[config.mk]
export PLATFORM = sky130hd
export DESIGN_NAME = alu_seq_flat
export DESIGN_NICKNAME = d
export VERILOG_FILES = /design/src/rtl/alu_seq_if.sv /design/src/rtl/alu_seq.sv /design/src/flat_wrapper.sv
export SDC_FILE = /design/constraint.sdc
export NUM_CORES = 1
export LEC_CHECK = 0
export ABC_AREA = 1
export BUFFER_PORTS_ARGS = -buffer_cell sky130_fd_sc_hd__buf_2
export CAP_MARGIN = 0
export CORE_ASPECT_RATIO = 0.8
export CORE_MARGIN = 3
export CORE_UTILIZATION = 45
export CTS_BUF_LIST = sky130_fd_sc_hd__clkbuf_4 sky130_fd_sc_hd__clkbuf_8 sky130_fd_sc_hd__clkbuf_16
export DETAILED_ROUTE_END_ITERATION = 8
export GPL_TIMING_DRIVEN = 0
export PLACE_DENSITY_LB_ADDON = 0.25
export SLEW_MARGIN = 20
export SYNTH_ARGS = -nofsm -noshare
export SYNTH_HDL_FRONTEND = slang
export SYNTH_SLANG_ARGS = --single-unit
[constraint.sdc]
create_clock -name i_clk -period 1.5 [get_ports i_clk]
set_clock_uncertainty 0.2 [all_clocks]
set_input_delay 0.075 -clock i_clk [delete_from_list [all_inputs] [get_ports i_clk]]
set_output_delay 0.075 -clock i_clk [all_outputs]
set_load 0.005 [all_outputs]
[src/rtl/alu_seq_if.sv]
// Request/response bundle for alu_seq.
// The master side issues operations and the slave side is the ALU.
// Signal names keep their i_/o_ prefixes as seen from the ALU.
interface alu_seq_if #(
  parameter int WIDTH = 4
);
  logic             i_valid;
  logic             o_ready;
  logic [1:0]       i_op;
  logic [WIDTH-1:0] i_a;
  logic [WIDTH-1:0] i_b;
  logic             o_valid;
  logic [WIDTH-1:0] o_y;
  logic             o_overflow;
  logic             o_err;
  logic             i_clr_sticky;
  logic             o_sticky_ovf;
  logic             o_sticky_err;

  modport master (
    output i_valid, i_op, i_a, i_b, i_clr_sticky,
    input  o_ready, o_valid, o_y, o_overflow, o_err, o_sticky_ovf, o_sticky_err
  );

  modport slave (
    input  i_valid, i_op, i_a, i_b, i_clr_sticky,
    output o_ready, o_valid, o_y, o_overflow, o_err, o_sticky_ovf, o_sticky_err
  );
endinterface

[src/rtl/alu_seq.sv]
// Sequential ALU: subtract and NAND complete in one cycle; leading-ones
// count and one-hot decode of {B,A} are bit-serial scans of fixed length
// 2*WIDTH. Results are held until the next o_valid. Sticky flags gather
// overflow and error events until they are cleared.
module alu_seq #(
  parameter int WIDTH       = 4,
  parameter bit ZERO_IS_ERR = 1'b1
) (
  input  logic      i_clk,
  input  logic      i_rst,
  alu_seq_if.slave  bus
);
  localparam int CLEN   = 2 * WIDTH;
  localparam int CW_MIN = $clog2(CLEN + 1);
  // The count/index register must hold 2*WIDTH. It is also at least WIDTH
  // bits wide, so that the low WIDTH bits can be sliced straight into o_y.
  localparam int CW     = (CW_MIN > WIDTH) ? CW_MIN : WIDTH;
  localparam logic [CW-1:0] MAX_Y    = CW'((64'd1 << WIDTH) - 64'd1);
  localparam logic [CW-1:0] LAST_POS = CW'(CLEN - 1);

  localparam logic [1:0] OP_SUB    = 2'b00;
  localparam logic [1:0] OP_NAND   = 2'b01;
  localparam logic [1:0] OP_LONES  = 2'b10;
  localparam logic [1:0] OP_ONEHOT = 2'b11;

  typedef enum logic [1:0] {
    S_IDLE = 2'b00,
    S_SCAN = 2'b01,
    S_DONE = 2'b10
  } state_t;

  state_t           state_q, state_d;
  logic [1:0]       op_q, op_d;
  logic [CLEN-1:0]  c_q, c_d;            // operand being scanned, shifted each step
  logic [CW-1:0]    pos_q, pos_d;        // scan step number 0 .. 2*WIDTH-1
  logic [CW-1:0]    val_q, val_d;        // leading-ones count or first-one index
  logic             hit_q, hit_d;        // LO: a zero was seen; OH: a one was found
  logic             multi_q, multi_d;    // OH: a second one was seen
  logic [WIDTH-1:0] y_q, y_d;
  logic             ovf_q, ovf_d;
  logic             err_q, err_d;
  logic             sticky_ovf_q, sticky_ovf_d;
  logic             sticky_err_q, sticky_err_d;

  logic [WIDTH-1:0] diff;
  logic             scan_bit;

  // State and datapath registers, all cleared by the synchronous reset.
  always_ff @(posedge i_clk) begin
    if (i_rst) begin
      state_q      <= S_IDLE;
      op_q         <= '0;
      c_q          <= '0;
      pos_q        <= '0;
      val_q        <= '0;
      hit_q        <= 1'b0;
      multi_q      <= 1'b0;
      y_q          <= '0;
      ovf_q        <= 1'b0;
      err_q        <= 1'b0;
      sticky_ovf_q <= 1'b0;
      sticky_err_q <= 1'b0;
    end else begin
      state_q      <= state_d;
      op_q         <= op_d;
      c_q          <= c_d;
      pos_q        <= pos_d;
      val_q        <= val_d;
      hit_q        <= hit_d;
      multi_q      <= multi_d;
      y_q          <= y_d;
      ovf_q        <= ovf_d;
      err_q        <= err_d;
      sticky_ovf_q <= sticky_ovf_d;
      sticky_err_q <= sticky_err_d;
    end
  end

  // Next-state logic: request capture, one scan step per cycle, and result load on entry to DONE.
  always_comb begin
    state_d  = state_q;
    op_d     = op_q;
    c_d      = c_q;
    pos_d    = pos_q;
    val_d    = val_q;
    hit_d    = hit_q;
    multi_d  = multi_q;
    y_d      = y_q;
    ovf_d    = ovf_q;
    err_d    = err_q;
    scan_bit = 1'b0;
    diff     = bus.i_a - bus.i_b;

    case (state_q)
      S_IDLE: begin
        if (bus.i_valid) begin
          op_d    = bus.i_op;
          c_d     = {bus.i_b, bus.i_a};
          pos_d   = '0;
          val_d   = '0;
          hit_d   = 1'b0;
          multi_d = 1'b0;
          if (bus.i_op == OP_SUB) begin
            y_d     = diff;
            ovf_d   = (bus.i_a[WIDTH-1] != bus.i_b[WIDTH-1]) &&
                      (diff[WIDTH-1] != bus.i_a[WIDTH-1]);
            err_d   = 1'b0;
            state_d = S_DONE;
          end else if (bus.i_op == OP_NAND) begin
            y_d     = ~(bus.i_a & bus.i_b);
            ovf_d   = 1'b0;
            err_d   = 1'b0;
            state_d = S_DONE;
          end else begin
            state_d = S_SCAN;
          end
        end
      end

      S_SCAN: begin
        pos_d = pos_q + 1'b1;
        if (op_q == OP_LONES) begin
          // MSB-first: keep counting until the first zero is seen.
          scan_bit = c_q[CLEN-1];
          c_d      = c_q << 1;
          if (!hit_q) begin
            if (scan_bit) begin
              val_d = val_q + 1'b1;
            end else begin
              hit_d = 1'b1;
            end
          end
        end else begin
          // LSB-first: remember where the first one is and flag any later one.
          scan_bit = c_q[0];
          c_d      = c_q >> 1;
          if (scan_bit) begin
            if (!hit_q) begin
              val_d = pos_q;
              hit_d = 1'b1;
            end else begin
              multi_d = 1'b1;
            end
          end
        end

        // The last step is folded into the result so that the result is
        // ready on the same edge that enters DONE.
        if (pos_q == LAST_POS) begin
          state_d = S_DONE;
          y_d     = val_d[WIDTH-1:0];
          ovf_d   = (val_d > MAX_Y);
          if (op_q == OP_ONEHOT) begin
            err_d = multi_d | (!hit_d & ZERO_IS_ERR);
          end else begin
            err_d = 1'b0;
          end
        end
      end

      S_DONE: begin
        state_d = S_IDLE;
      end

      default: begin
        state_d = S_IDLE;
      end
    endcase
  end

  // Sticky flags: a clear takes effect unless a flag is being set in the same cycle.
  always_comb begin
    sticky_ovf_d = (bus.i_clr_sticky ? 1'b0 : sticky_ovf_q) |
                   ((state_q == S_DONE) & ovf_q);
    sticky_err_d = (bus.i_clr_sticky ? 1'b0 : sticky_err_q) |
                   ((state_q == S_DONE) & err_q);
  end

  assign bus.o_ready      = (state_q == S_IDLE);
  assign bus.o_valid      = (state_q == S_DONE);
  assign bus.o_y          = y_q;
  assign bus.o_overflow   = ovf_q;
  assign bus.o_err        = err_q;
  assign bus.o_sticky_ovf = sticky_ovf_q;
  assign bus.o_sticky_err = sticky_err_q;

endmodule

[src/flat_wrapper.sv]
// flat-port wrapper written by rule: the top's interface ports become plain ports
module alu_seq_flat 
#(
  parameter int WIDTH       = 4,
  parameter bit ZERO_IS_ERR = 1'b1
)
  (i_clk, i_rst, bus_i_valid, bus_i_op, bus_i_a, bus_i_b, bus_i_clr_sticky, bus_o_ready, bus_o_valid, bus_o_y, bus_o_overflow, bus_o_err, bus_o_sticky_ovf, bus_o_sticky_err);
  alu_seq_if #(.WIDTH(WIDTH)) bus_i ();
  input  logic i_clk;
  input  logic i_rst;
  input wire logic [$bits(bus_i.i_valid)-1:0] bus_i_valid;
  input wire logic [$bits(bus_i.i_op)-1:0] bus_i_op;
  input wire logic [$bits(bus_i.i_a)-1:0] bus_i_a;
  input wire logic [$bits(bus_i.i_b)-1:0] bus_i_b;
  input wire logic [$bits(bus_i.i_clr_sticky)-1:0] bus_i_clr_sticky;
  output wire logic [$bits(bus_i.o_ready)-1:0] bus_o_ready;
  output wire logic [$bits(bus_i.o_valid)-1:0] bus_o_valid;
  output wire logic [$bits(bus_i.o_y)-1:0] bus_o_y;
  output wire logic [$bits(bus_i.o_overflow)-1:0] bus_o_overflow;
  output wire logic [$bits(bus_i.o_err)-1:0] bus_o_err;
  output wire logic [$bits(bus_i.o_sticky_ovf)-1:0] bus_o_sticky_ovf;
  output wire logic [$bits(bus_i.o_sticky_err)-1:0] bus_o_sticky_err;
  assign bus_i.i_valid = bus_i_valid;
  assign bus_i.i_op = bus_i_op;
  assign bus_i.i_a = bus_i_a;
  assign bus_i.i_b = bus_i_b;
  assign bus_i.i_clr_sticky = bus_i_clr_sticky;
  assign bus_o_ready = bus_i.o_ready;
  assign bus_o_valid = bus_i.o_valid;
  assign bus_o_y = bus_i.o_y;
  assign bus_o_overflow = bus_i.o_overflow;
  assign bus_o_err = bus_i.o_err;
  assign bus_o_sticky_ovf = bus_i.o_sticky_ovf;
  assign bus_o_sticky_err = bus_i.o_sticky_err;
  alu_seq #(.WIDTH(WIDTH), .ZERO_IS_ERR(ZERO_IS_ERR)) u_core (.i_clk(i_clk), .i_rst(i_rst), .bus(bus_i));
endmodule
Word level (Yosys, flattened, before mapping)
Cells that the tools add are included.

$mul: 0. Mux-type cells: 46. Bitwise logic cells: 7. Div/mod/pow operators: 0. $lt $le $gt $ge: 1. Add/sub/neg operators: 3. Reduce and logical (&&, ||, !) cells: 9. Shift-type cells: 0. Equality and inequality tests: 11.

Operators by type and width (count): $mux 4 (11); $pmux 4 s2 (3); $mux 1 (20); $mux 8 (2); $pmux 8 s2 (1); $add 4x1->4 const B (2); $mux 2 (4); $pmux 1 s2 (4); $eq 2x2->1 const B (3); $reduce_and 2->1 (3); $and 4x4->4 (1); $eq 2x1->1 const B (2); $eq 4x3->1 const B (1); $gt 4x4->1 const B (1); $logic_not 2->1 (2); $not 4->4 (1); $pmux 2 s2 (1); $reduce_and 4->1 (1); $sub 4x4->4 (1); $ne 3x1->1 const B (1); $or 1x1->1 (3); $and 1x1->1 (2); $ne 1x1->1 (2); $ne 2x1->1 const B (1); 4 further kinds (4).

Memories kept: 0. Latch bits: 0. Bits in writable memories: 0. Flip-flop bits (word level): 30. Output and inout bits: 10. Word-level logic and storage cells: 89. ROM bits: 0. Bits of input ports: 14.

Logic depth before layout (Yosys ltp)
Word-level depth: 9. Gate-level depth with buffers: 10. Mapped depth without buffers: 10.

Worst setup path before layout
Ideal clock, no wire load.

Kind: flip-flop to flip-flop. Start: reg u_core.pos_q[0]. End: reg u_core.y_q[1], in the netlist u_core.bus.o_y[1]. Arrival: 1.110 ns. Setup time: 0.118 ns. Path slack: 0.072 ns. Data required time: 1.182 ns. Path buffers: 0. Period minus slack after synthesis: 1.428 ns. Cell stages (with the launch flop): 7. Path through: dfxtp_1 -> ha_1 -> nand3_1 -> nand2_1 -> nand4_4 -> a21oi_1 -> a21oi_2.

Longest elaborated chain between the ends: 3.

Ends and longest elaborated chain: start, declared (RTL line alu_seq.sv:35) `logic [CW-1:0] pos_q, pos_d;`; start signal, assigned (RTL line alu_seq.sv:67) `pos_q <= pos_d;`; $eq 4x3->1 (RTL line alu_seq.sv:149) `if (pos_q == LAST_POS) begin`; $ne 2x1->1 (no line); $reduce_and 4->1 (no line); end signal, assigned (RTL line alu_seq.sv:71) `y_q <= y_d;`; end, declared (RTL line alu_seq.sv:39) `logic [WIDTH-1:0] y_q, y_d;`.

Every way passes these cells. A chain may end at the register's enable or synchronous reset.

Worst setup path in the final report
Start: reg u_core.state_q[0]. End: reg u_core.val_q[0].

Longest elaborated chain between the ends: 3. Elaborated cells between the ends (all ways): 6. Classes of those cells: eq/ne (2); mux (1); reduce/logical (3).

Ends and longest elaborated chain: start, declared (RTL line alu_seq.sv:32) `state_t state_q, state_d;`; start signal, assigned (RTL line alu_seq.sv:64) `state_q <= state_d;`; $eq 2x1->1 / $logic_not 2->1 (equally long branches) (RTL line alu_seq.sv:94) `case (state_q)`; $reduce_bool 2->1 (no line) / $ne 2x2->1 (equally long branches); $reduce_and 2->1 (no line); end signal, assigned (RTL line alu_seq.sv:68) `val_q <= val_d;`; end, declared (RTL line alu_seq.sv:36) `logic [CW-1:0] val_q, val_d;`.

Several ways; a longest one is shown, not always the timed one.

==> out/results.ini <==
[status]
status = complete, no violations

[synthesis]
yosysTopAreaCell = dfxtp_1
synth_top_family_by_area = compound AO/OA/AOI/OAI gates
synth_warnings = 0
synthAdderAreaFrac = 0.07305
synth_simple_gate_area_frac = 0.2143
synth_xor_area_frac = 0.009649
synth_compound_area_frac = 0.2674
synth-seq-cells = 30
postSynthCellCount = 241
syn-cell-area_um2 = 1815
avgSynthCellArea_um2 = 7.533
yosys.cell_types.count = 31
synthMuxAreaShare = 0
ys_top_cells_by_area = dfxtp_1 (33%), a21oi_1 (11%), nand2_1 (8.3%)
synth.net_count = 265
ys_seq_area_frac = 0.3308
synth_top_area_frac = 0.3308

[timing]
max_freq_mhz = 680.2
finalMaxSlewViolations = 0
fin_crit_ns = 1.470
worst_slack_ns = 0.02986
slew_headroom = 0.6336
rsz0062_at_grt = true
holdWs_ns = 0.01065
hold_violations = 0
fin_crit_sh = 0.9801
worst_pin_slew_ns = 0.5496
finalSetupViolCount = 0

[global_routing]
grt_pass1_wl_mm = 7.976
grtUsageTotal = 0.2049
grt-ovfl-total = 0
grt_max_degree = 11
antenna_found_initial = 0
grt_pass1_vias = 1715

[layout]
area.growth.synth_to_final_pct = 30.67
fin_area_um2 = 2372
final_nets = 313
stdcell_count = 342
fillers = 327
antenna_cells = 0
layout-drive-gt1-share = 0.3552

[worst_setup_path]
arrival_ns = 1.43
timing.rr.start = u_core.state_q[0]
endpoint_kind = flop
required_ns = 1.46
r2r-end = u_core.val_q[0]
worstPathMaxFanout = 7
worstRegToRegCells = 7
critPathLaunchType = flop
setup.worst_path.class = flop to flop
rrSetupSlack_ns = 0.03

[routing]
drt_iter0_markers = 168
drt-pass1-iter-count = 4
ant_nets = 0
drc_errors = 0
drt-total-wl_mm = 4.667
wl_per_cell_um = 13.65
vias_per_cell = 5.178
vias = 1771

[power]
power_leakage_nw = 0.9691
power_density_nw_per_um2 = 929.3
ir_worst_vdd_uv = 638.0

[cts]
clock-root-buffer = clkbuf_8
cts.sinks = 30
cts_tree = built
clkTransAtPathRegs_ns = 0.07
clk_latency_ns = 0.29
clockBufferDepth = 2
cts_buffers = 5
h-tree-depth = 2

[min_path]
whs_path_depth = 4
hold_path_class = input port to flop
min_from = bus_i_a[3]
hold_end = u_core.bus.o_overflow

[placement]
numPlacedInstances = 316
hpwlAfterDp_mm = 3.251
pre_cts_ws_ns = -0.2169
io_buffer_count = 23
place_area_um2 = 1996
gp_congestion = 0.8906

[floorplanning]
initial_utilization = 0.4991
die_y_um = 62.81
coreArea_um2 = 3637
dieWidth_um = 77.02
rows = 19
io_pins = 24
fp.dieArea_um2 = 4837

[flow_run]
cap_violations = 0

worst max-delay path: stages, from the launching register on:
cell     delay (ns)
dfxtp_4        0.38
inv_2          0.05
nor2_4         0.14
inv_2          0.12
nand2_4        0.14
inv_2          0.10
a21oi_1        0.15
nor2_1         0.05
per-stage QoR:
step,util,total power [W],setup TNS (ns)
floorplan,-,0.001295,0
global placement,0.5487,0.001428,-0.6421
detailed placement,0.5487,0.001433,-0.7315
CTS,0.6254,0.002178,0
global route,0.6522,0.002331,-0.1237
finish,0.6522,0.002205,0
power breakdown:
group / leakage, nW / total, W / internal (W) / switching [W]
logic: 0.667 / 0.000575 / 0.000242 / 0.000333
registers: 0.251 / 0.000923 / 0.000863 / 0.0000602
clock network: 0.0517 / 0.000707 / 0.000388 / 0.000319
layer usage:
| metal | global-route usage | share of wire | wire (um) |
|---|---|---|---|
| met5 | 0 | 0 | 0 |
| met1 | 0.2799 | 0.48 | 2256 |
| met2 | 0.3196 | 0.44 | 2058 |
| met3 | 0.03890 | 0.066 | 307 |
| met4 | 0.07778 | 0.0094 | 44 |
state kept, by name, summed over array words and instances, names as in the netlist, 2 cells and up:
register        flops
u_core.state_q      2
u_core.val_q        4
u_core.c_q          8
u_core.bus.o_y      4
u_core.op_q         2
u_core.pos_q        4
worst max path at each step:
| stage | startpoint | end | cells after the start |
|---|---|---|---|
| floorplan | u_core.pos_q[0] | u_core.bus.o_y[1] | 6 |
| global placement | u_core.pos_q[0] | u_core.bus.o_y[2] | 6 |
| detailed placement | u_core.pos_q[0] | u_core.bus.o_y[2] | 6 |
| CTS | u_core.pos_q[0] | u_core.bus.o_y[1] | 7 |
| global route | u_core.state_q[0] | u_core.val_q[0] | 6 |
| finish | u_core.state_q[0] | u_core.val_q[0] | 7 |
cell type report:
class	count	area, um2	area share
inverter	26	105.1	0.04430
clock buffer	7	90.09	0.03797
sequential	30	619.3	0.2611
clock inverter	1	5.005	0.002110
buffer	8	91.34	0.03850
tap	52	65.06	0.02743
multi-input combinational	177	1116	0.4705
timing repair buffer	41	280.3	0.1181
cell usage in the layout, fill, tap and decap left out, types with 2 or more instances in the layout:
cell type / instances
inv_1: 19
nand3_1: 14
nand2_2: 6
buf_2: 23
nand3b_1: 2
a21oi_2: 16
nand2_4: 2
dfxtp_4: 2
nand2_1: 36
ha_1: 8
o21ai_1: 8
o21ai_2: 9
dfxtp_1: 19
buf_4: 7
a21oi_1: 33
buf_6: 4
inv_2: 5
o21ai_0: 12
dfxtp_2: 9
nor2_1: 15
clkbuf_8: 6
dlygate4sd3_1: 12
cell families after synthesis:
| group | Yosys count |
|---|---|
| simple gates | 83 |
| compound gates | 82 |
| buf+inv | 34 |
| flops | 30 |
| fa+ha+maj | 10 |
| xor+xnor | 2 |
timing repair:
action | 4_1_cts | 5_1_grt
hold endpoints to repair | 17 | 0
gates resized for setup | 12 | 26
setup buffers | 2 | 4
setup endpoints to repair | 7 | 18
hold buffers | 12 | 0
pin swaps | 1 | 3
Yosys cell counts (all sizes together):
library cell,n
a21oi,50
nand2,44
dfxtp,30
o21ai,29
inv,26
nor2,17
nand3,16
ha,9
buf,7
nand3b,2
nand4,2
nor3,2
a31oi,1
clkbuf,1
fa,1
o22ai,1
o311a,1
xnor2,1
xor2,1
No activity file was read; power rests on OpenSTA's default activity.
